<file path="src/rtl/if_fetch_unit.sv">
// Instruction-fetch stage: PC, direct-mapped one-word-per-line I-cache and miss refill FSM.
// Outputs are registered and sampled by the IF/ID register on the following negedge.
module if_fetch_unit #(
    parameter int unsigned INDEX_W   = 3,
    parameter logic [15:0] RESET_PC  = 16'h0000,
    parameter logic [15:0] NOP_INSTR = 16'h0000
) (
    input  logic        clk,
    input  logic        rst,
    input  logic        stall_in,
    input  logic        branch_taken_in,
    input  logic [15:0] branch_target_in,
    input  logic        flush_in,
    output logic        mem_req_out,
    output logic [15:0] mem_addr_out,
    input  logic        mem_ready_in,
    input  logic [15:0] mem_data_in,
    output logic [15:0] addr_out,
    output logic [15:0] instr_out,
    output logic        hit_fetch_out
);
    localparam int unsigned LINES = 2 ** INDEX_W;
    localparam int unsigned TAG_W = 16 - INDEX_W;

    typedef enum logic [0:0] {StLookup, StMiss} state_e;

    state_e             state_q;
    logic [15:0]        pc_q;
    logic [LINES-1:0]   valid_q;
    logic [TAG_W-1:0]   tag_mem [LINES];
    logic [15:0]        data_mem [LINES];
    logic               redirect_pending_q;
    logic [15:0]        redirect_target_q;

    logic [INDEX_W-1:0] pc_index;
    logic [TAG_W-1:0]   pc_tag;
    logic [INDEX_W-1:0] fill_index;
    logic [TAG_W-1:0]   fill_tag;
    logic               lookup_hit;

    assign pc_index   = pc_q[INDEX_W-1:0];
    assign pc_tag     = pc_q[15:INDEX_W];
    // The refill line is addressed by the held request address, not the (possibly redirected) PC.
    assign fill_index = mem_addr_out[INDEX_W-1:0];
    assign fill_tag   = mem_addr_out[15:INDEX_W];
    assign lookup_hit = valid_q[pc_index] && (tag_mem[pc_index] == pc_tag);

    always_ff @(posedge clk) begin
        if (rst) begin
            state_q            <= StLookup;
            pc_q               <= RESET_PC;
            valid_q            <= '0;
            redirect_pending_q <= 1'b0;
            redirect_target_q  <= '0;
            addr_out           <= '0;
            instr_out          <= '0;
            hit_fetch_out      <= 1'b0;
            mem_req_out        <= 1'b0;
            mem_addr_out       <= '0;
        end else begin
            case (state_q)
                StLookup: begin
                    if (branch_taken_in) begin
                        addr_out      <= pc_q;
                        instr_out     <= NOP_INSTR;
                        hit_fetch_out <= 1'b1;
                        pc_q          <= branch_target_in;
                    end else if (stall_in) begin
                        hit_fetch_out <= 1'b0;
                    end else if (lookup_hit) begin
                        addr_out      <= pc_q;
                        instr_out     <= data_mem[pc_index];
                        hit_fetch_out <= 1'b1;
                        pc_q          <= pc_q + 16'd1;
                    end else begin
                        hit_fetch_out <= 1'b0;
                        mem_req_out   <= 1'b1;
                        mem_addr_out  <= pc_q;
                        state_q       <= StMiss;
                    end
                end
                StMiss: begin
                    hit_fetch_out <= 1'b0;
                    if (mem_ready_in) begin
                        valid_q[fill_index]  <= 1'b1;
                        tag_mem[fill_index]  <= fill_tag;
                        data_mem[fill_index] <= mem_data_in;
                        mem_req_out          <= 1'b0;
                        state_q              <= StLookup;
                        redirect_pending_q   <= 1'b0;
                        if (branch_taken_in) begin
                            pc_q <= branch_target_in;
                        end else if (redirect_pending_q) begin
                            pc_q <= redirect_target_q;
                        end
                    end else if (branch_taken_in) begin
                        // Latest branch wins; applied once the refill lands.
                        redirect_pending_q <= 1'b1;
                        redirect_target_q  <= branch_target_in;
                    end
                end
                default: state_q <= StLookup;
            endcase
            // Applied last so a coincident refill write is left invalid.
            if (flush_in) begin
                valid_q <= '0;
            end
        end
    end

endmodule

</file>
<file path="config.mk">
export PLATFORM = sky130hd
export DESIGN_NAME = if_fetch_unit
export DESIGN_NICKNAME = d
export VERILOG_FILES = /design/src/rtl/if_fetch_unit.sv
export SDC_FILE = /design/constraint.sdc
export NUM_CORES = 1
export LEC_CHECK = 0
export BUFFER_PORTS_ARGS = -buffer_cell sky130_fd_sc_hd__clkbuf_2
export CORE_UTILIZATION = 60
export DETAILED_ROUTE_END_ITERATION = 10
export PLACE_DENSITY = 0.85
export SETUP_SLACK_MARGIN = 0.05
export SLEW_MARGIN = 10
export SYNTH_ARGS = -nofsm -noshare
export SYNTH_HDL_FRONTEND = slang
export SYNTH_SLANG_ARGS = --single-unit
</file>
<file path="constraint.sdc">
create_clock -name clk -period 5.6 [get_ports clk]
set_clock_uncertainty 0.1 [all_clocks]
set_input_delay 0.56 -clock clk [delete_from_list [all_inputs] [get_ports clk]]
set_output_delay 0.56 -clock clk [all_outputs]
set_load 0.05 [all_outputs]
</file>
# Word level (Yosys, flattened, before mapping)

Memories as Yosys holds them, arrays and structs flattened. A register that Yosys moved wholly into a read port is not among the register bits.
Cells that the tools add are included.

$add $sub $neg: 1
Order comparisons: 3
Eq/ne operators: 9
Muxes and demuxes: 41
Bitwise operators: 6
Reduce and logical (&&, ||, !) cells: 12

Operator list:

| operator                                                                            | number |
|---|---|
| 16-bit 2-to-1 mux                                                                   | 12 |
| 16-bit case mux with 2 select lines                                                 | 1 |
| 1-bit 2-to-1 mux                                                                    | 19 |
| 16-bit by 1-bit adder with 16-bit output, second input constant                     | 1 |
| 13-bit equality test                                                                | 1 |
| 3-bit 2-to-1 mux                                                                    | 4 |
| 4-bit AND reduction                                                                 | 3 |
| 3-bit by 4-bit < comparator with 1-bit output, second input constant                | 2 |
| 2-bit != test, second input constant                                                | 4 |
| 8-bit bitwise OR                                                                    | 1 |
| 3-bit != test, second input constant                                                | 2 |
| 1-bit case mux with 2 select lines                                                  | 3 |
| 3-bit AND reduction                                                                 | 2 |
| 1-bit NOT                                                                           | 5 |
| 2-bit AND reduction                                                                 | 2 |
| 2-bit nonzero test                                                                  | 2 |
| 1-bit binary-select mux with 3-bit select                                           | 1 |
| 1-bit demux with 3-bit select                                                       | 1 |
| 3-bit by 1-bit greater-or-equal comparator with 1-bit output, second input constant | 1 |
| 3-bit by 2-bit != test with 1-bit output, second input constant                     | 1 |
| 1-bit logical AND                                                                   | 2 |
| 2-bit by 1-bit != test with 1-bit output, second input constant                     | 1 |
| 2-bit OR reduction                                                                  | 1 |

Flip-flop bits (word level): 92
Bits in writable memories: 232
Input port bits: 38
Output and inout port bits: 50
Word-level logic and storage cells: 84
Memories kept: 2

Memories:

| name     | depth | width | rd ports | clocked after Yosys merged registers in | wr ports | line | source |
|---|---|---|---|---|---|---|---|
| data_mem | 8     | 16    | 1        | 1                                       | 1        | 31   | `logic [15:0] data_mem [LINES];` |
| tag_mem  | 8     | 13    | 1        | 1                                       | 1        | 30   | `logic [TAG_W-1:0] tag_mem [LINES];` |

# Depth between registers and ports, before layout

Word-level depth: 9
Mapped depth: 13

# Worst setup path before layout

Ideal clock, no wire load.

Path type: flip-flop to flip-flop
Start point: register state_q
End point: memory data_mem[0][0], enable pin
Setup time: 451 ps
Arrival time: 3324 ps
Setup slack: 1724 ps
Stages on the path, launching flop included: 6
Buffers on the path: 2
Cell sequence: dfxtp_1 > clkbuf_1 > clkbuf_1 > nand2_1 > or3_1 > nor3_1

Longest elaborated chain between the ends: 3

Ends and longest elaborated chain:

| what                                   | line | source |
|---|---|---|
| start, declared                        | 27   | `state_e state_q;` |
| start signal, assigned                 | 50   | `state_q <= StLookup;` |
| start signal, assigned                 | 79   | `state_q <= StMiss;` |
| start signal, assigned                 | 89   | `state_q <= StLookup;` |
| 1-bit 2-to-1 mux                       | 61   | `case (state_q)` |
| 1-bit 2-to-1 mux                       | 49   | `if (rst) begin` |
| 1-bit 2-to-1 mux (not written as such) | 87   | `data_mem[fill_index] <= mem_data_in;` |
| end, declared                          | 31   |  |

No other way between the ends.

==> flow_metrics.py <==
metrics = {
    "status": {
        "outcome": "finished, final reports clean",
    },
    "pwr": {
        "reported_leakage_power_uw": 0.00497,
        "pwr_density_cell_mw_per_mm2": 336,
        "power.total_uw": 4950,
        "ir_drop_mv": 0.221,
    },
    "detailed_routing": {
        "wire_per_inst_um": 22.2,
        "routed-via-count": 7925,
        "remaining_drc_errors": 0,
        "routed_wl_um": 28000,
        "detail_route.vias_per_cell": 6.29,
        "detailedRoute.firstIterationViolations": 844,
        "drtPass1Iterations": 7,
        "detail-route-antenna-nets": 0,
    },
    "floorplan": {
        "floorplan.core_area_mm2": 0.0213,
        "die_x_um": 150,
        "die_area_mm2": 0.0226,
        "die_y_um": 150,
        "num_rows": 53,
        "initial_utilization_pct": 62.0,
        "pin_count": 88,
    },
    "global_route": {
        "gr-usage-all-layers_pct": 25.4,
        "grt_max_degree": 69,
        "grt_antenna_before_repair": 1,
        "globalRouteOverflowTotal": 0,
        "first_global_vias": 7851,
        "first_pass_grt_wire_length_um": 42800,
    },
    "clock_network": {
        "cts.sinks": 327,
        "cts_tree": "yes",
        "ctsLongestPathBuffers": 3,
        "clkTransAtPathRegs_ns": 0.06,
        "cts-root-buf": "clkbuf_16",
        "post_cts_resize_count": 0,
        "postCtsHoldBufs": 0,
        "h-tree-depth": 1,
        "worstSkewPairLatency_ns": 0.56,
        "cts.repair_timing.setup_buffer_count": 0,
        "cts_buffers": 31,
    },
    "yosys": {
        "synth-xor-area-share_pct": 0.930,
        "synth_edf_count": 232,
        "ys_seq_elements": 327,
        "synthMuxAreaShare_pct": 14.1,
        "ys_async_sr_fraction_pct": 0,
        "main_combinational_cell_family_by_area_after_synthesis": "multiplexers",
        "yosysSeqAreaShare_pct": 67.2,
        "post_synth_num_cell_types": 62,
        "post_synth.cell_area_avg_um2": 14.8,
        "post_synth_and_or_nand_nor_area_fraction_pct": 6.78,
        "synthesis_warnings": 0,
        "ys.flop_type": "edfxtp_1",
        "post_synth_fa_ha_maj_area_fraction_pct": 0.0949,
        "synth-compound-area-share_pct": 7.38,
        "netlist_instances": 890,
        "synth.net_count": 929,
        "synthesis.area_mm2": 0.0132,
    },
    "worst_setup_path": {
        "data_required_time_of_the_worst_path_ns": 5.88,
        "worst_ep_arrival_time_ns": 4.32,
        "critical_path_peak_fanout": 49,
        "crit_path_start_kind": "flip-flop",
        "worst-r2r-setup-slack_ns": 1.57,
        "setup.worst_path.class": "flip-flop to flip-flop",
        "crit_path_end_kind": "flip-flop",
    },
    "place": {
        "post-dp-hpwl_um": 16200,
        "gp_congestion": 0.839,
        "port-buffer-count": 87,
    },
    "timing": {
        "maxSlewViolCount": 0,
        "timing.final.hold_violations": 0,
        "finalCriticalPeriod_ns": 4.03,
        "setup_tns_ns": 0,
        "grt_setup_unrepaired": "no",
        "layout_worst_path_cycle_share_pct": 72.0,
        "fmax_mhz": 248,
        "tightest_slew_ns": 1.25,
        "timing.max_slew.rel_slack_pct": 16.4,
        "setup_violations": 0,
    },
    "job": {
        "drv.max_cap_violation_count": 0,
    },
    "layout": {
        "final_nets": 1001,
        "layout_common_cells": "232 x edfxtp_1, 92 x dfxtp_1, 87 x clkbuf_2",
        "share_of_layout_cells_above_drive_strength_1_pct": 23.6,
        "layout_commonest_cell": "edfxtp_1",
        "areaGrowthSynthToFinish_pct": 11.6,
        "antenna-diode-count": 0,
        "final_core_util_pct": 69.1,
        "layout.filler_cells": 1338,
    },
    "hold_path": {
        "hold_path_class": "input pin to flip-flop",
    },
}
## where the power goes
group          switching [uW]  total [uW]  internal, uW
registers                65.3        2670          2600
clock network             839        1950          1110
logic                     188         323           135
## cells by family after synthesis
group                    Yosys count
multiplexers                     131
AND/OR/NAND/NOR                  194
flip-flops                       327
AO/OA/AOI/OAI                    139
adder cells (fa/ha/maj)            1
buffers and inverters             84
XOR/XNOR                          14
## cell type report
cell class                 instances  area, um2  area share, %
clock buffer                      43        861           5.85
multi-input combinational        479       3910           26.6
timing repair buffer             103        556           3.78
clock inverter                    13       93.8          0.638
sequential                       327       8870           60.3
inverter                          20       75.1          0.510
tap                              275        344           2.34
## Yosys cell counts, types with 4 or more instances
cell type  count  area, um2
nor3_1        13       65.1
a21oi_1       43        215
xnor2_1       11       96.3
inv_1         20       75.1
nand4_1        5       31.3
mux2i_1       77        771
a221oi_1       4       35.0
a211oi_2       4       50.1
dfxtp_1       95       1900
o22ai_1        4       25.0
buf_6         11        124
nor2_1        53        199
buf_2         10       50.1
a211oi_1      12       90.1
nand2b_1       4       25.0
o21a_1         5       37.5
edfxtp_1     232       6970
mux4_2        43        968
nor2b_1        6       37.5
a31o_2         5       43.8
o32ai_1       16        140
nand3_1        8       40.0
clkbuf_1      36        135
nand2_1       83        312
a31oi_1       10       62.6
o21ai_0       10       50.1
mux2_2        11        124
## registers in the layout, summed over array words and instances (netlist names), 8 cells and up, named ones only
register           flops
instr_out             16
redirect_target_q     16
pc_q                  16
valid_q                8
data_mem             128
addr_out              16
tag_mem              104
mem_addr_out          16
## per-stage QoR
step,hold slack (ns),cells,setup slack [ns],instance area (um2)
floorplan,0.331,890,1.72,13200
global placement,0.338,1204,1.73,13800
detailed placement,0.350,1204,1.61,13800
CTS,0.134,1260,1.56,14700
global route,0.134,1260,1.32,14700
finish,0.142,1260,1.57,14700
## final timing paths
check                           depth (start not counted)                    end                   from
worst max-delay path                                   10                pc_q[3]              flip-flop
worst min-delay path                                    3  redirect_target_q[12]   branch_target_in[12]
worst max register to register                         10                pc_q[3]              flip-flop
worst min register to register                          2  redirect_target_q[12]  redirect_target_q[12]
## critical path: stages, from the launching register on
cell	delay (ns)
dfxtp_4	0.89
buf_4	0.39
and2b_1	0.21
a211oi_1	0.27
nor4_1	0.14
nor4_4	0.28
nand4b_4	0.18
o31ai_2	0.28
buf_4	0.29
and2_1	0.61
a211oi_1	0.19
## layer usage
layer	vias to the layer above	track usage (%)	routed length (um)
met5	-	0	12
met4	2	9.39	826
met3	72	4.58	2190
met2	375	42.0	13900
met1	3932	33.9	11000
li1	3544	-	-
(Power assumes the default switching activity.)
